[config.mk]
export PLATFORM = sky130hd
export DESIGN_NAME = pipeline_hazard_ctrl_flat
export DESIGN_NICKNAME = d
export VERILOG_FILES = /design/src/rtl/pipeline_hazard_ctrl_if.sv /design/src/rtl/pipeline_hazard_ctrl.sv /design/src/flat_wrapper.sv
export SDC_FILE = /design/constraint.sdc
export NUM_CORES = 1
export LEC_CHECK = 0
export ABC_AREA = 0
export CORE_MARGIN = 2
export CORE_UTILIZATION = 45
export CTS_BUF_LIST = sky130_fd_sc_hd__clkbuf_4
export CTS_CLUSTER_SIZE = 25
export DETAILED_ROUTE_END_ITERATION = 10
export PLACE_DENSITY = 0.78
export SETUP_SLACK_MARGIN = 0.05
export SLEW_MARGIN = 5
export SYNTH_ARGS = -nofsm -noshare
export SYNTH_HDL_FRONTEND = slang
export SYNTH_SLANG_ARGS = --single-unit
[constraint.sdc]
create_clock -name clk -period 4.35 [get_ports clk]
set_input_delay 0.87 -clock clk [delete_from_list [all_inputs] [get_ports clk]]
set_output_delay 0.87 -clock clk [all_outputs]
set_load 0.01 [all_outputs]
[src/rtl/pipeline_hazard_ctrl_if.sv]
// Signal bundle between the 5-stage pipeline datapath and its hazard controller.
// The pipeline side drives the master modport; the controller uses the slave modport.
interface pipeline_hazard_ctrl_if #(
  parameter int CNT_W = 16
);
  logic [4:0]       id_rs;
  logic [4:0]       id_rt;
  logic             id_uses_rt;
  logic [4:0]       ex_rs;
  logic [4:0]       ex_rt;
  logic [4:0]       ex_rd;
  logic             ex_regwrite;
  logic             ex_memread;
  logic [4:0]       mem_rd;
  logic             mem_regwrite;
  logic [4:0]       wb_rd;
  logic             wb_regwrite;
  logic             mem_pcsrc;
  logic             pc_write;
  logic             ifid_write;
  logic             idex_bubble;
  logic             ifid_flush;
  logic             idex_flush;
  logic             exmem_flush;
  logic [1:0]       fwd_a;
  logic [1:0]       fwd_b;
  logic [CNT_W-1:0] stall_cnt;
  logic [CNT_W-1:0] flush_cnt;
  logic [1:0]       dbgState;

  modport master (
    output id_rs, id_rt, id_uses_rt, ex_rs, ex_rt, ex_rd, ex_regwrite, ex_memread,
           mem_rd, mem_regwrite, wb_rd, wb_regwrite, mem_pcsrc,
    input  pc_write, ifid_write, idex_bubble, ifid_flush, idex_flush, exmem_flush,
           fwd_a, fwd_b, stall_cnt, flush_cnt, dbgState
  );

  modport slave (
    input  id_rs, id_rt, id_uses_rt, ex_rs, ex_rt, ex_rd, ex_regwrite, ex_memread,
           mem_rd, mem_regwrite, wb_rd, wb_regwrite, mem_pcsrc,
    output pc_write, ifid_write, idex_bubble, ifid_flush, idex_flush, exmem_flush,
           fwd_a, fwd_b, stall_cnt, flush_cnt, dbgState
  );
endinterface

[src/rtl/pipeline_hazard_ctrl.sv]
// RAW-hazard stall, branch flush and EX forwarding control for the 5-stage pipeline.
// Define FORWARDING_EN to enable EX/MEM and MEM/WB operand forwarding.
module pipeline_hazard_ctrl #(
  parameter int CNT_W     = 16,
  parameter int BR_SHADOW = 2
) (
  input logic                   clk,
  input logic                   rst,
  pipeline_hazard_ctrl_if.slave hz
);
  localparam int SW = (BR_SHADOW < 2) ? 1 : $clog2(BR_SHADOW + 1);

  typedef enum logic [1:0] {RUN = 2'd0, FLUSH = 2'd1, SHADOW = 2'd2} ctrlState_t;

  ctrlState_t       state, nextState;
  logic [SW-1:0]    shadowLeft, nextShadow;
  logic [CNT_W-1:0] stallCnt, flushCnt;
  logic             hazard, flushNow, stallNow;

  // Register $0 is hard-wired, so a zero destination never matches.
  function automatic logic match(input logic [4:0] rd, input logic [4:0] rs,
                                 input logic [4:0] rt, input logic usesRt);
    return (rd != 5'd0) && ((rd == rs) || (usesRt && rd == rt));
  endfunction

  always_comb begin
    hazard = (hz.ex_memread && hz.ex_regwrite &&
              match(hz.ex_rd, hz.id_rs, hz.id_rt, hz.id_uses_rt)) ||
             (hz.wb_regwrite && match(hz.wb_rd, hz.id_rs, hz.id_rt, hz.id_uses_rt));
`ifndef FORWARDING_EN
    // Without forwarding the consumer waits until its producer has left WB.
    hazard = hazard ||
             (hz.ex_regwrite && match(hz.ex_rd, hz.id_rs, hz.id_rt, hz.id_uses_rt)) ||
             (hz.mem_regwrite && match(hz.mem_rd, hz.id_rs, hz.id_rt, hz.id_uses_rt));
`endif
    flushNow = !rst && (state == RUN) && hz.mem_pcsrc;
    stallNow = !rst && !flushNow && hazard;
  end

  always_comb begin
    hz.pc_write    = 1'b1;
    hz.ifid_write  = 1'b1;
    hz.idex_bubble = 1'b0;
    hz.ifid_flush  = 1'b0;
    hz.idex_flush  = 1'b0;
    hz.exmem_flush = 1'b0;
    if (rst) begin
      hz.pc_write    = 1'b0;
      hz.ifid_write  = 1'b0;
      hz.idex_bubble = 1'b1;
      hz.ifid_flush  = 1'b1;
      hz.idex_flush  = 1'b1;
      hz.exmem_flush = 1'b1;
    end else if (flushNow) begin
      hz.ifid_flush  = 1'b1;
      hz.idex_flush  = 1'b1;
      hz.exmem_flush = 1'b1;
    end else if (stallNow) begin
      hz.pc_write    = 1'b0;
      hz.ifid_write  = 1'b0;
      hz.idex_bubble = 1'b1;
    end
  end

  always_comb begin
    hz.fwd_a = 2'b00;
    hz.fwd_b = 2'b00;
`ifdef FORWARDING_EN
    if (!rst) begin
      if (hz.mem_regwrite && hz.mem_rd != 5'd0 && hz.mem_rd == hz.ex_rs)
        hz.fwd_a = 2'b10;
      else if (hz.wb_regwrite && hz.wb_rd != 5'd0 && hz.wb_rd == hz.ex_rs)
        hz.fwd_a = 2'b01;
      if (hz.mem_regwrite && hz.mem_rd != 5'd0 && hz.mem_rd == hz.ex_rt)
        hz.fwd_b = 2'b10;
      else if (hz.wb_regwrite && hz.wb_rd != 5'd0 && hz.wb_rd == hz.ex_rt)
        hz.fwd_b = 2'b01;
    end
`endif
  end

  // Flushed slots still travel to MEM, so mem_pcsrc is ignored for BR_SHADOW cycles.
  always_comb begin
    nextState  = state;
    nextShadow = shadowLeft;
    case (state)
      RUN: if (hz.mem_pcsrc) nextState = FLUSH;
      FLUSH: begin
        if (BR_SHADOW > 1) begin
          nextState  = SHADOW;
          nextShadow = SW'(BR_SHADOW - 1);
        end else begin
          nextState = RUN;
        end
      end
      SHADOW: begin
        if (shadowLeft <= SW'(1)) begin
          nextState  = RUN;
          nextShadow = '0;
        end else begin
          nextShadow = shadowLeft - SW'(1);
        end
      end
      default: nextState = RUN;
    endcase
  end

  always_ff @(posedge clk) begin
    if (rst) begin
      state      <= RUN;
      shadowLeft <= '0;
      stallCnt   <= '0;
      flushCnt   <= '0;
    end else begin
      state      <= nextState;
      shadowLeft <= nextShadow;
      if (stallNow && stallCnt != '1) stallCnt <= stallCnt + CNT_W'(1);
      if (flushNow && flushCnt != '1) flushCnt <= flushCnt + CNT_W'(1);
    end
  end

  assign hz.stall_cnt = stallCnt;
  assign hz.flush_cnt = flushCnt;
  assign hz.dbgState  = state;
endmodule

[src/flat_wrapper.sv]
// flat-port wrapper written by rule: the top's interface ports become plain ports
module pipeline_hazard_ctrl_flat 
#(
  parameter int CNT_W     = 16,
  parameter int BR_SHADOW = 2
)
  (clk, rst, hz_id_rs, hz_id_rt, hz_id_uses_rt, hz_ex_rs, hz_ex_rt, hz_ex_rd, hz_ex_regwrite, hz_ex_memread, hz_mem_rd, hz_mem_regwrite, hz_wb_rd, hz_wb_regwrite, hz_mem_pcsrc, hz_pc_write, hz_ifid_write, hz_idex_bubble, hz_ifid_flush, hz_idex_flush, hz_exmem_flush, hz_fwd_a, hz_fwd_b, hz_stall_cnt, hz_flush_cnt, hz_dbgState);
  pipeline_hazard_ctrl_if #(.CNT_W(CNT_W)) hz_i ();
  input logic clk;
  input logic rst;
  input wire logic [$bits(hz_i.id_rs)-1:0] hz_id_rs;
  input wire logic [$bits(hz_i.id_rt)-1:0] hz_id_rt;
  input wire logic [$bits(hz_i.id_uses_rt)-1:0] hz_id_uses_rt;
  input wire logic [$bits(hz_i.ex_rs)-1:0] hz_ex_rs;
  input wire logic [$bits(hz_i.ex_rt)-1:0] hz_ex_rt;
  input wire logic [$bits(hz_i.ex_rd)-1:0] hz_ex_rd;
  input wire logic [$bits(hz_i.ex_regwrite)-1:0] hz_ex_regwrite;
  input wire logic [$bits(hz_i.ex_memread)-1:0] hz_ex_memread;
  input wire logic [$bits(hz_i.mem_rd)-1:0] hz_mem_rd;
  input wire logic [$bits(hz_i.mem_regwrite)-1:0] hz_mem_regwrite;
  input wire logic [$bits(hz_i.wb_rd)-1:0] hz_wb_rd;
  input wire logic [$bits(hz_i.wb_regwrite)-1:0] hz_wb_regwrite;
  input wire logic [$bits(hz_i.mem_pcsrc)-1:0] hz_mem_pcsrc;
  output wire logic [$bits(hz_i.pc_write)-1:0] hz_pc_write;
  output wire logic [$bits(hz_i.ifid_write)-1:0] hz_ifid_write;
  output wire logic [$bits(hz_i.idex_bubble)-1:0] hz_idex_bubble;
  output wire logic [$bits(hz_i.ifid_flush)-1:0] hz_ifid_flush;
  output wire logic [$bits(hz_i.idex_flush)-1:0] hz_idex_flush;
  output wire logic [$bits(hz_i.exmem_flush)-1:0] hz_exmem_flush;
  output wire logic [$bits(hz_i.fwd_a)-1:0] hz_fwd_a;
  output wire logic [$bits(hz_i.fwd_b)-1:0] hz_fwd_b;
  output wire logic [$bits(hz_i.stall_cnt)-1:0] hz_stall_cnt;
  output wire logic [$bits(hz_i.flush_cnt)-1:0] hz_flush_cnt;
  output wire logic [$bits(hz_i.dbgState)-1:0] hz_dbgState;
  assign hz_i.id_rs = hz_id_rs;
  assign hz_i.id_rt = hz_id_rt;
  assign hz_i.id_uses_rt = hz_id_uses_rt;
  assign hz_i.ex_rs = hz_ex_rs;
  assign hz_i.ex_rt = hz_ex_rt;
  assign hz_i.ex_rd = hz_ex_rd;
  assign hz_i.ex_regwrite = hz_ex_regwrite;
  assign hz_i.ex_memread = hz_ex_memread;
  assign hz_i.mem_rd = hz_mem_rd;
  assign hz_i.mem_regwrite = hz_mem_regwrite;
  assign hz_i.wb_rd = hz_wb_rd;
  assign hz_i.wb_regwrite = hz_wb_regwrite;
  assign hz_i.mem_pcsrc = hz_mem_pcsrc;
  assign hz_pc_write = hz_i.pc_write;
  assign hz_ifid_write = hz_i.ifid_write;
  assign hz_idex_bubble = hz_i.idex_bubble;
  assign hz_ifid_flush = hz_i.ifid_flush;
  assign hz_idex_flush = hz_i.idex_flush;
  assign hz_exmem_flush = hz_i.exmem_flush;
  assign hz_fwd_a = hz_i.fwd_a;
  assign hz_fwd_b = hz_i.fwd_b;
  assign hz_stall_cnt = hz_i.stall_cnt;
  assign hz_flush_cnt = hz_i.flush_cnt;
  assign hz_dbgState = hz_i.dbgState;
  pipeline_hazard_ctrl #(.CNT_W(CNT_W), .BR_SHADOW(BR_SHADOW)) u_core (.clk(clk), .rst(rst), .hz(hz_i));
endmodule
After elaboration in Yosys (flattened, before gate mapping)
Cells that the tools add are included.
W data, S select, Z words.

word-level totals
  output and inout bits = 44
  input port bits = 43
  register bits after elaboration = 36

operators by class
  multiplexer cells = 13
  reductions and logical operators = 31
  $add $sub $neg = 3
  equal/unequal tests = 12
  magnitude comparators = 1

operator list
  kind                     number
  $add A16 B1 Y16 const B  2
  $ne A16 B16 Y1 const B   2
  $eq A5 B5 Y1             6
  $logic_and A1 B1 Y1      17
  $reduce_bool A5 Y1       3
  $mux W1                  8
  $logic_or A1 B1 Y1       6
  $mux W2                  3
  $pmux W2 S3              1
  $pmux W2 S2              1
  $eq A2 B1 Y1 const B     1
  $eq A2 B2 Y1 const B     1
  $le A2 B1 Y1 const B     1
  $logic_not A1 Y1         2
  $logic_not A2 Y1         1
  $ne A2 B1 Y1 const B     1
  $ne A2 B2 Y1 const B     1
  $reduce_and A2 Y1        1
  $reduce_bool A2 Y1       1
  $sub A2 B1 Y2 const B    1

Longest topological paths before layout
Gate-level depths: netlist (run 1).

  depth after elaboration = 12
  gate-level depth with buffers = 9

Worst setup path before layout (run 1)
Ideal clock, no wire load.

  path kind = input -> output
  start = in hz_wb_rd[0]
  end = out hz_pc_write
  data required time = 3.480 ns
  stages on the path = 5
  slack = 1.002 ns
  data arrival time = 2.478 ns
  path buffers = 1
  path through = or4_1 o211ai_2 nor2_2 nor4_1 buf_4

on the way
  word-level cells in the longest chain between the ends = 12

RTL lines
  what                       line                        text
  start: declaration         flat_wrapper.sv:21          input wire logic [$bits(hz_i.wb_rd)-1:0] hz_wb_rd;
  $eq A5 B5 Y1               pipeline_hazard_ctrl.sv:23  return (rd != 5'd0) && ((rd == rs) || (usesRt && rd == rt));
  $logic_and A1 B1 Y1        pipeline_hazard_ctrl.sv:23
  $logic_or A1 B1 Y1         pipeline_hazard_ctrl.sv:23
  $logic_and A1 B1 Y1 (*)    pipeline_hazard_ctrl.sv:23
  $logic_and A1 B1 Y1 (*)    pipeline_hazard_ctrl.sv:29  (hz.wb_regwrite && match(hz.wb_rd, hz.id_rs, hz.id_rt, hz.id_uses_rt));
  $logic_or A1 B1 Y1 (*)     pipeline_hazard_ctrl.sv:28  match(hz.ex_rd, hz.id_rs, hz.id_rt, hz.id_uses_rt)) ||
  $logic_or A1 B1 Y1 (*)     pipeline_hazard_ctrl.sv:32  hazard = hazard ||
  $logic_or A1 B1 Y1 (*)     pipeline_hazard_ctrl.sv:33  (hz.ex_regwrite && match(hz.ex_rd, hz.id_rs, hz.id_rt, hz.id_uses_rt)) ||
  $logic_and A1 B1 Y1 (*)    pipeline_hazard_ctrl.sv:37  stallNow = !rst && !flushNow && hazard;
  $mux W1 (*) (3 in series)  -
  end: declaration           flat_wrapper.sv:24          output wire logic [$bits(hz_i.pc_write)-1:0] hz_pc_write;

Every way passes the cells marked *; elsewhere a longest branch is shown, timed or not.

Final worst setup path (run 1)
  start = in hz_mem_rd[1]
  end = out hz_ifid_write

on the way
  word-level cells in the longest chain between the ends = 10

RTL lines
  what                     line                        text
  start: declaration       flat_wrapper.sv:19          input wire logic [$bits(hz_i.mem_rd)-1:0] hz_mem_rd;
  $eq A5 B5 Y1             pipeline_hazard_ctrl.sv:23
  $logic_and A1 B1 Y1      pipeline_hazard_ctrl.sv:23
  $logic_or A1 B1 Y1       pipeline_hazard_ctrl.sv:23
  $logic_and A1 B1 Y1 (*)  pipeline_hazard_ctrl.sv:23
  $logic_and A1 B1 Y1 (*)  pipeline_hazard_ctrl.sv:34  (hz.mem_regwrite && match(hz.mem_rd, hz.id_rs, hz.id_rt, hz.id_uses_rt));
  $logic_or A1 B1 Y1 (*)   pipeline_hazard_ctrl.sv:33
  $logic_and A1 B1 Y1 (*)  pipeline_hazard_ctrl.sv:37
  $mux W1 (*)              pipeline_hazard_ctrl.sv:58  end else if (stallNow) begin
  $mux W1 (*)              pipeline_hazard_ctrl.sv:54  end else if (flushNow) begin
  $mux W1 (*)              pipeline_hazard_ctrl.sv:47  if (rst) begin
  end: declaration         flat_wrapper.sv:25          output wire logic [$bits(hz_i.ifid_write)-1:0] hz_ifid_write;

Marks and branches as above.

==> metrics.md, run 1 <==
| Metric | Value |
|---|---|
| Setup crit end kind | primary output |
| First-pass GRT wire length | 8310 um |
| I/O pin count | 87 |
| Routability congestion estimate | 0.836 |
| Post-synth cell types | 50 |
| GRT Residual Overflow | 0 |
| First DRT Iteration DRCs | 124 |
| Type of the worst min-delay path | flop to flop |
| Critical path required time | 3480 ps |
| Setup Skew | 3.23 ps |
| CP Max Fanout | 3 |
| WL/cell | 13.1 um |
| Pwr per Cell Area | 222 nW/um^2 |
| Ant. Diodes | 0 |
| Cell Area, Synth | 2320 um^2 |
| Fmax | 0.243 GHz |
| Rows | 26 |
| EDFF count, synth | 0 |
| Initial Util | 46.1% |
| Clk slew on worst S/H paths | 100 ps |
| Synth async-reset ratio | 0% |
| DIE WIDTH | 75.9 um |
| DRT Pass-1 Iters | 4 |
| Place WS | 224 ps |
| Die area | 5750 um^2 |
| Fin nets | 383 |
| Vias per Instance | 5.24 |
| Status | complete, no violations |
| Sequential fraction of the synthesis area | 31.0% |
| Number of port buffers | 71 |
| Clock root buffer | clkbuf_4 |
| Placed wire-length estimate | 4110 um |
| Initial antenna violation count | 0 |
| Final wirelength | 5290 um |
| Core ar. | 5040 um^2 |
| TritonCTS clock tree | built |
| Total CTS buffers | 5 |
| Max-cap violation count | 0 |
| CP Data Arrival Time | 3250 ps |
| RSZ-0062 raised after global routing | false |
| Postcts setup bufs | 0 |
| Worst-case clock buffer depth | 2 |
| Worst vdd rail ir drop | 184 uV |
| Post-route ant nets | 0 |
| GRT Util Overall | 18.4% |
| WHS Path Cells | 2 |
| Cell count of the worst reg-to-reg path | 8 |
| PnR worst setup slack | 232 ps |
| Crit Path Category | input port to primary output |
| Fraction of layout cells with a size suffix above 1 | 7.76% |
| Synth Instances | 268 |
| Post-CTS sizing | 0 |
| Synth Area per Inst | 8.67 um^2 |
| Drt drc | 0 |
| Setup TNS | 0 ps |
| Final-report hold violation count | 0 |
| Synth Register Bits | 36 |
| Post-CTS Hold Fix Bufs | 0 |
| Tmin final | 4120 ps |
| Largest net degree at the start of global routing | 43 |
| # clock sinks | 36 |
| Vias in the first global route | 1,925 |
| Yosys warning total | 0 |
| Worst skew pair latency | 330 ps |
| # H-tree levels | 2 |
| Leakage power | 1.06 nW |
| Die height | 75.9 um |
| Via Count | 2,123 |
| Final count of negative-setup-slack endpoints | 0 |
| Period utilization | 94.7% |
| Crit start category | input port |
| Main synth FF type | dfxtp_1 |
| Max-slew violation count | 0 |
| Area growth from synthesis to layout | 32.3% |
==> flip-flops by register name, summed over array words and instances (netlist names) <==
name,cells
u_core.hz.flush_cnt,16
u_core.hz.stall_cnt,16
u_core.hz.dbgState,2
u_core.shadowLeft,2
==> cells in the mapped netlist, types with 2 or more instances <==
library cell	number	area, um^2
mux2_4	2	30.0
o22ai_1	2	12.5
and4_1	3	26.3
nor2b_1	4	25.0
and3_1	4	25.0
nor2_1	25	93.8
mux2_2	3	33.8
buf_4	7	52.6
nand2_1	20	75.1
ha_1	6	75.1
dfxtp_1	36	721
and2_4	2	17.5
o21ai_0	4	20.0
nand4_1	10	62.6
inv_1	8	30.0
xnor2_1	34	298
or3_1	5	31.3
nand2b_1	3	18.8
and2_1	3	18.8
a21oi_1	13	65.1
o311a_1	2	20.0
nor3_1	2	10.0
or4_1	7	52.6
buf_6	4	45.0
nand3_1	14	70.1
mux2i_1	5	50.1
o31ai_1	7	52.6
and3_4	2	22.5
clkbuf_1	2	7.51
and4_4	2	22.5
xor2_1	8	70.1
==> cells by family after synthesis <==
group / count (synthesis) / share of synthesized area [%]
buffers and inverters: 24 / 6.57
DFF: 36 / 31.0
adders and majority gates: 6 / 3.23
AOI/OAI and AO/OA: 37 / 11.4
and+or+nand+nor: 112 / 26.9
muxes: 10 / 4.90
other: 1 / 0.161
xor gates and xnor gates: 42 / 15.8
==> metrics by stage <==
stage / area (um^2) / power [W] / cells / utilization (%) / hold WS, ps
3_5_place_dp: 3020 / 0.000507 / 397 / 59.9 / 462
2_1_floorplan: 2330 / 0.000442 / 271 / - / 440
4_1_cts: 3070 / 0.000686 / 405 / 61.0 / 478
5_1_grt: 3070 / 0.000723 / 405 / 61.0 / 498
6_report: 3070 / 0.000681 / 405 / 61.0 / 474
3_3_place_gp: 3020 / 0.000503 / 397 / 59.9 / 452
==> path summary, 6_finish.rpt <==
kind,start,endpoint,slack (ps)
min reg2reg,u_core.shadowLeft[1],u_core.shadowLeft[1],470
max,hz_mem_rd[1],hz_ifid_write,230
max reg2reg,u_core.hz.dbgState[0],u_core.hz.stall_cnt[15],2050
min,u_core.shadowLeft[1],u_core.shadowLeft[1],470
==> power by group <==
group	internal (W)	switching (W)
clock	0.0000747	0.000108
sequential	0.000337	0.00000716
combinational	0.0000840	0.0000706
==> layout make-up <==
class                           instances  area, um^2
Multi-Input combinational cell        211        1460
Sequential cell                        36         721
Clock inverter                          1        3.75
Clock buffer                            7        52.6
Fill cell                             450        1970
Tap cell                               70        87.6
Inverter                                8        30.0
Timing Repair Buffer                   72         718
==> layer usage <==
metal	wire length, um	vias up	global-route usage, %
li1	-	1064	-
met4	49	0	4.87
met3	277	6	4.76
met2	2610	62	30.8
met5	0	-	0
met1	2350	991	23.4
==> worst max-delay path: stages <==
cell             delay [ps]
clkdlybuf4s50_1         460
or3_1                   410
o311a_1                 320
and2_1                  210
nor4_1                  340
clkdlybuf4s50_1         630
==> cells in the final DEF (no fill, tap or decap), types with 4 or more instances in the layout <==
cell type and count:
a21oi_1 13, and3_1 4, clkbuf_4 7, clkdlybuf4s50_1 71
conb_1 4, dfxtp_1 36, ha_1 6, inv_1 8
mux2i_1 5, nand2_1 20, nand3_1 14, nand4_1 10
nor2_1 25, nor2b_1 4, o21ai_0 4, o31ai_1 7
or3_1 5, or4_1 7, xnor2_1 34, xor2_1 8
(Power assumes the default switching activity.)
==> run 2: changes to the inputs <==
--- a/config.mk
+++ b/config.mk
@@ -7,11 +7,11 @@
 export LEC_CHECK = 0
 export ABC_AREA = 0
 export CORE_MARGIN = 2
-export CORE_UTILIZATION = 45
+export CORE_UTILIZATION = 49
 export CTS_BUF_LIST = sky130_fd_sc_hd__clkbuf_4
 export CTS_CLUSTER_SIZE = 25
 export DETAILED_ROUTE_END_ITERATION = 10
-export PLACE_DENSITY = 0.78
+export PLACE_DENSITY = 0.84
 export SETUP_SLACK_MARGIN = 0.05
 export SLEW_MARGIN = 5
 export SYNTH_ARGS = -nofsm -noshare
==> metrics.md, run 2 (synthesis gave the netlist of run 1 again) <==
| Metric | Value |
|---|---|
| Crit Path Category | input port to primary output |
| First-pass GRT wire length | 8670 um (+4.3%) |
| Post-CTS sizing | 0 (unchanged) |
| Slew HR | 64.8% |
| Setup crit end kind | primary output |
| Final-report hold violation count | 0 (unchanged) |
| DRT Pass-1 Iters | 5 (+1) |
| Commonest non-fill, non-tap cell in the layout | clkdlybuf4s50_1 |
| Worst-case clock buffer depth | 2 (unchanged) |
| RSZ-0062 raised after global routing | false |
| Vias in the first global route | 1,911 (-0.73%) |
| Clk network pwr share | 31.8% (+5.0 points) |
| Initial antenna violation count | 0 (unchanged) |
| WL/cell | 13.9 um (+6.4%) |
| # clock sinks | 36 (unchanged) |
| GRT Util Overall | 20.4% (+2.0 points) |
| Seq pwr share | 47.0% (-3.5 points) |
| Core ar. | 4660 um^2 (-7.6%) |
| Final wirelength | 5400 um (+2.2%) |
| Setup TNS | 0 ps (unchanged) |
| Fin nets | 383 (unchanged) |
| Reg2Reg Setup Slack | 2020 ps (-30 ps) |
| Clock root buffer | clkbuf_4 |
| Setup Skew | 9.68 ps (+6.45 ps) |
| Number of port buffers | 71 (unchanged) |
| Total power | 0.000733 W (+7.5%) |
| Rows | 25 (-3.8%) |
| Most frequent cells in the layout | clkdlybuf4s50_1 (71), dfxtp_1 (36), xnor2_1 (34) |
| Cell Count Post-Placement | 381 (-4.0%) |
| Type of the worst min-delay path | flop to flop |
| Tmin final | 4210 ps (+92.4 ps) |
| Initial Util | 49.9% (+3.8 points) |
| Total CTS buffers | 5 (unchanged) |
| Post-route ant nets | 0 (unchanged) |
| Max-cap violation count | 0 (unchanged) |
| Max-slew violation count | 0 (unchanged) |
| CP Data Arrival Time | 3340 ps (+90 ps) |
| WHS Path Cells | 2 (unchanged) |
| Postcts setup bufs | 0 (unchanged) |
| Pwr per Cell Area | 238 nW/um^2 (+7.6%) |
| Place WS | 169 ps (-54.7 ps) |
| Worst skew pair latency | 340 ps (about the same) |
| Status | complete, no violations |
| RR Startpoint | u_core.hz.dbgState[0] |
| Critical path required time | 3480 ps (about the same) |
| Fmax | 0.238 GHz (-2.2%) |
| Clk slew on worst S/H paths | 100 ps (about the same) |
| First DRT Iteration DRCs | 112 (-9.7%) |
| Worst vdd rail ir drop | 187 uV (+1.8%) |
| Post-CTS Hold Fix Bufs | 0 (unchanged) |
| Vias per Instance | 5.45 (+4.0%) |
| DIE WIDTH | 72.9 um (-3.9%) |
| Hold_sp | u_core.shadowLeft[0] |
| Comb pwr share | 21.2% (-1.5 points) |
| Reg-to-Reg End | u_core.hz.stall_cnt[14] |
| CP Max Fanout | 3 (unchanged) |
| Routability congestion estimate | 0.834 (-0.28%) |
| Crit start category | input port |
| Ant. Diodes | 0 (unchanged) |
| Period utilization | 96.8% (+2.1 points) |
| Largest net degree at the start of global routing | 43 (unchanged) |
| I/O pin count | 87 (unchanged) |
| Pint | 0.000538 W (+8.6%) |
| TritonCTS clock tree | built |
| Post-route insts no fill | 389 (-4.0%) |
| Cell count of the worst reg-to-reg path | 8 (unchanged) |
| Fraction of layout cells with a size suffix above 1 | 7.46% (-0.30 points) |
| Area growth from synthesis to layout | 32.3% (about the same) |
| PnR worst setup slack | 140 ps (-92.4 ps) |
| Worst-margin pin slew | 524 ps |
| GRT Residual Overflow | 0 (unchanged) |
| Hold EP | u_core.shadowLeft[1] |
| Die height | 72.9 um (-3.9%) |
| Drt drc | 0 (unchanged) |
| Net Sw Frac | 26.5% (-0.76 points) |
| Psw | 0.000194 W (+4.5%) |
| Placed wire-length estimate | 4110 um (about the same) |
| Final count of negative-setup-slack endpoints | 0 (unchanged) |
| Via Count | 2,120 (-0.14%) |
| Leakage power | 1.06 nW (+0.62%) |
| Die area | 5310 um^2 (-7.7%) |
| # H-tree levels | 2 (unchanged) |
run 2: cell types whose count changed in the layout (fill, tap and decap cells not counted):
| cell | delta |
|---|---|
| clkbuf_4 | -2 |
| clkinv_1 | +1 |
| bufinv_16 | +1 |
run 2: metal layers:
layer	vias up	wire (um)	global-route usage (%)
met4	0	54	6.38
met1	986	2460	26.9
li1	1073	-	-
met2	53	2660	33.5
met5	-	0	0
met3	8	231	4.01
run 2: layout make-up:
cell class	count	area, um^2
sequential	36	721
multi-input combinational	211	1460
clock inverter	3	37.5
timing repair buffer	72	718
inverter	8	30.0
tap	54	67.6
clock buffer	5	37.5
fill	385	1590
run 2: how the worst max path moves through the flow:
| stage | endpoint | start |
|---|---|---|
| CTS | hz_pc_write | hz_wb_rd[0] |
| global placement | hz_pc_write | hz_wb_rd[0] |
| finish | hz_pc_write | hz_wb_rd[0] |
| detailed placement | hz_pc_write | hz_wb_rd[0] |
| global route | hz_pc_write | hz_mem_rd[0] |
| floorplan | hz_pc_write | hz_wb_rd[0] |
run 2: stage by stage:
stage / utilization (%) / area (um^2) / hold slack (ps)
finish: 65.9 / 3070 / 481
global route: 65.9 / 3070 / 514
CTS: 65.9 / 3070 / 480
detailed placement: 64.3 / 3000 / 461
global placement: 64.3 / 3000 / 454
floorplan: - / 2330 / 440
run 2: worst max-delay path, stage by stage:
cell             delay (ps)
clkdlybuf4s50_1         480
or4_1                   560
o211ai_2                220
nor2_2                   80
nor4_1                  490
clkdlybuf4s50_1         640
run 2: power groups by stage:
stage	Combinational, W	Sequential [W]	Clock [W]
2_1_floorplan	0.0000893	0.000353	0
3_5_place_dp	0.000155	0.000352	0
6_report	0.000156	0.000344	0.000233
5_1_grt	0.000169	0.000346	0.000249
4_1_cts	0.000156	0.000344	0.000236
3_3_place_gp	0.000151	0.000351	0
==> run 3: changes to the inputs <==
--- a/config.mk
+++ b/config.mk
@@ -6,7 +6,6 @@
 export NUM_CORES = 1
 export LEC_CHECK = 0
 export ABC_AREA = 0
-export CORE_MARGIN = 2
 export CORE_UTILIZATION = 49
 export CTS_BUF_LIST = sky130_fd_sc_hd__clkbuf_4
 export CTS_CLUSTER_SIZE = 25
==> metrics.md, run 3 (synthesis gave the netlist of run 1 again) <==
| Metric | Value |
|---|---|
| I/O pin count | 87 (unchanged) |
| Die height | 70.9 um (-2.7%) |
| Net Sw Frac | 27.2% (+0.70 points) |
| CP Max Fanout | 3 (unchanged) |
| Initial antenna violation count | 0 (unchanged) |
| Crit Path Category | input port to primary output |
| # clock sinks | 36 (unchanged) |
| Post-route ant nets | 0 (unchanged) |
| Worst skew pair latency | 330 ps (about the same) |
| Period utilization | 96.3% (-0.54 points) |
| Area growth from synthesis to layout | 31.3% |
| First-pass GRT wire length | 8460 um (-2.4%) |
| Setup Skew | 4.61 ps (-5.07 ps) |
| Post-CTS sizing | 0 (unchanged) |
| Rows | 24 (-4.0%) |
| CP Data Arrival Time | 3320 ps (-20 ps) |
| Core ar. | 4440 um^2 (-4.6%) |
| Fin nets | 383 (unchanged) |
| Ant. Diodes | 0 (unchanged) |
| Psw | 0.000185 W (-4.6%) |
| Reg2Reg Setup Slack | 2030 ps (about the same) |
| Total CTS buffers | 5 (unchanged) |
| Post-CTS Hold Fix Bufs | 0 (unchanged) |
| Leakage power | 1.06 nW (-0.61%) |
| Final-report hold violation count | 0 (unchanged) |
| Setup crit end | hz_ifid_write |
| Vias per Instance | 5.52 (+1.2%) |
| Clk network pwr share | 26.8% (-5.0 points) |
| Reg-to-Reg End | u_core.hz.stall_cnt[15] |
| Die area | 5020 um^2 (-5.4%) |
| Drt drc | 10 (+10) |
| Fmax | 0.239 GHz (+0.56%) |
| Design Area, Final | 3050 um^2 (-0.69%) |
| Postcts setup bufs | 0 (unchanged) |
| # H-tree levels | 2 (unchanged) |
| TritonCTS clock tree | built |
| Placed wire-length estimate | 4020 um (-2.3%) |
| Worst-margin pin slew | 511 ps (-12.3 ps) |
| Total placed instance area | 3000 um^2 (about the same) |
| Most frequent cells in the layout | clkdlybuf4s50_1 (71), dfxtp_1 (36), xnor2_1 (34) |
| Vias in the first global route | 1,889 (-1.2%) |
| Final wirelength | 5150 um (-4.7%) |
| Utilization after layout | 68.7% (+2.7 points) |
| Pwr per Cell Area | 223 nW/um^2 (-6.4%) |
| Pint | 0.000496 W (-7.9%) |
| Crit start category | input port |
| Max-slew violation count | 0 (unchanged) |
| CP startpoint | hz_wb_rd[0] |
| Commonest non-fill, non-tap cell in the layout | clkdlybuf4s50_1 |
| Seq pwr share | 50.4% (+3.4 points) |
| Initial Util | 52.3% (+2.4 points) |
| Routability congestion estimate | 0.846 (+1.4%) |
| Number of port buffers | 71 (unchanged) |
| Max-cap violation count | 0 (unchanged) |
| Setup crit end kind | primary output |
| Final count of negative-setup-slack endpoints | 0 (unchanged) |
| Worst-case clock buffer depth | 2 (unchanged) |
| Comb pwr share | 22.8% (+1.6 points) |
| Type of the worst min-delay path | flop to flop |
| RSZ-0062 raised after global routing | false |
| Fraction of layout cells with a size suffix above 1 | 7.76% (+0.30 points) |
| Worst vdd rail ir drop | 222 uV (+18%) |
| Failing checks | design-rule violations |
| GRT Util Overall | 20.7% (+0.31 points) |
| Tmin final | 4190 ps (-23.4 ps) |
| Largest net degree at the start of global routing | 43 (unchanged) |
| DRT Pass-1 Iters | 7 (+2) |
| Via Count | 2,135 (+0.71%) |
| DIE WIDTH | 70.9 um (-2.7%) |
| Multi-input combinational cell area | 1460 um^2 (unchanged) |
| WL/cell | 13.3 um (-4.2%) |
| Clock root buffer | clkbuf_4 |
| Clk slew on worst S/H paths | 100 ps (about the same) |
| Critical path required time | 3480 ps (about the same) |
| GRT Residual Overflow | 0 (unchanged) |
| Register Area | 721 um^2 (unchanged) |
| WHS | 473 ps (-7.69 ps) |
| Setup TNS | 0 ps (unchanged) |
| Cell count of the worst reg-to-reg path | 8 (unchanged) |
| Hold_sp | u_core.shadowLeft[0] |
| Slew HR | 65.6% (+0.82 points) |
| FILL cells | 376 (-2.3%) |
| Status | finished, violations left |
| First DRT Iteration DRCs | 114 (+1.8%) |
| Total power | 0.000681 W (-7.0%) |
| RR Startpoint | u_core.hz.dbgState[0] |
==> run 3: changes by cell type in the layout (fill, tap and decap cells not counted) <==
cell and delta:
clkbuf_4 +2, clkinv_1 -1, bufinv_16 -1
==> run 3: power groups by stage <==
stage | registers [W] | clock network (W) | logic, W
finish | 0.000344 | 0.000182 | 0.000155
global placement | 0.000351 | 0 | 0.000151
detailed placement | 0.000351 | 0 | 0.000155
CTS | 0.000344 | 0.000186 | 0.000156
global route | 0.000345 | 0.000202 | 0.000169
floorplan | 0.000353 | 0 | 0.0000893
==> run 3: metrics by stage <==
| stage | instances | setup WS, ps |
|---|---|---|
| after floorplan | 271 | 1000 |
| after global placement | 379 | 173 |
| after detailed placement | 379 | 181 |
| after CTS | 387 | 172 |
| after global routing | 387 | 85.6 |
| final | 387 | 163 |
==> run 3: worst max-delay path: stages <==
cell and delay [ps]:
clkdlybuf4s50_1 470, or4_1 560, o211ai_2 210, nor2_2 80
nor4_1 480, clkdlybuf4s50_1 640
==> run 3: final cells by class <==
cell class	count	share of cell area, %
clock buffer	7	1.72
clock inverter	1	0.123
inverter	8	0.984
multi-input combinational	211	47.9
sequential	36	23.6
tap	52	2.13
timing repair buffer	72	23.5
==> run 3: how the worst min path moves through the flow <==
stage                            to  slack [ps]  depth (start not counted)
3_5_place_dp   u_core.shadowLeft[1]         450                          2
5_1_grt        u_core.shadowLeft[1]         500                          2
4_1_cts        u_core.shadowLeft[1]         480                          2
2_1_floorplan  u_core.shadowLeft[1]         440                          2
3_3_place_gp   u_core.shadowLeft[1]         460                          2
6_report       u_core.shadowLeft[1]         470                          2
==> run 3: layer usage <==
metal	vias up	track usage [%]	routed length [um]	share of wire (%)
li1	1072	-	-	-
met1	1000	27.6	2380	46
met2	57	34.4	2490	48
met3	6	3.70	232	4.5
met4	0	5.78	44	0.86
met5	-	0	0	0
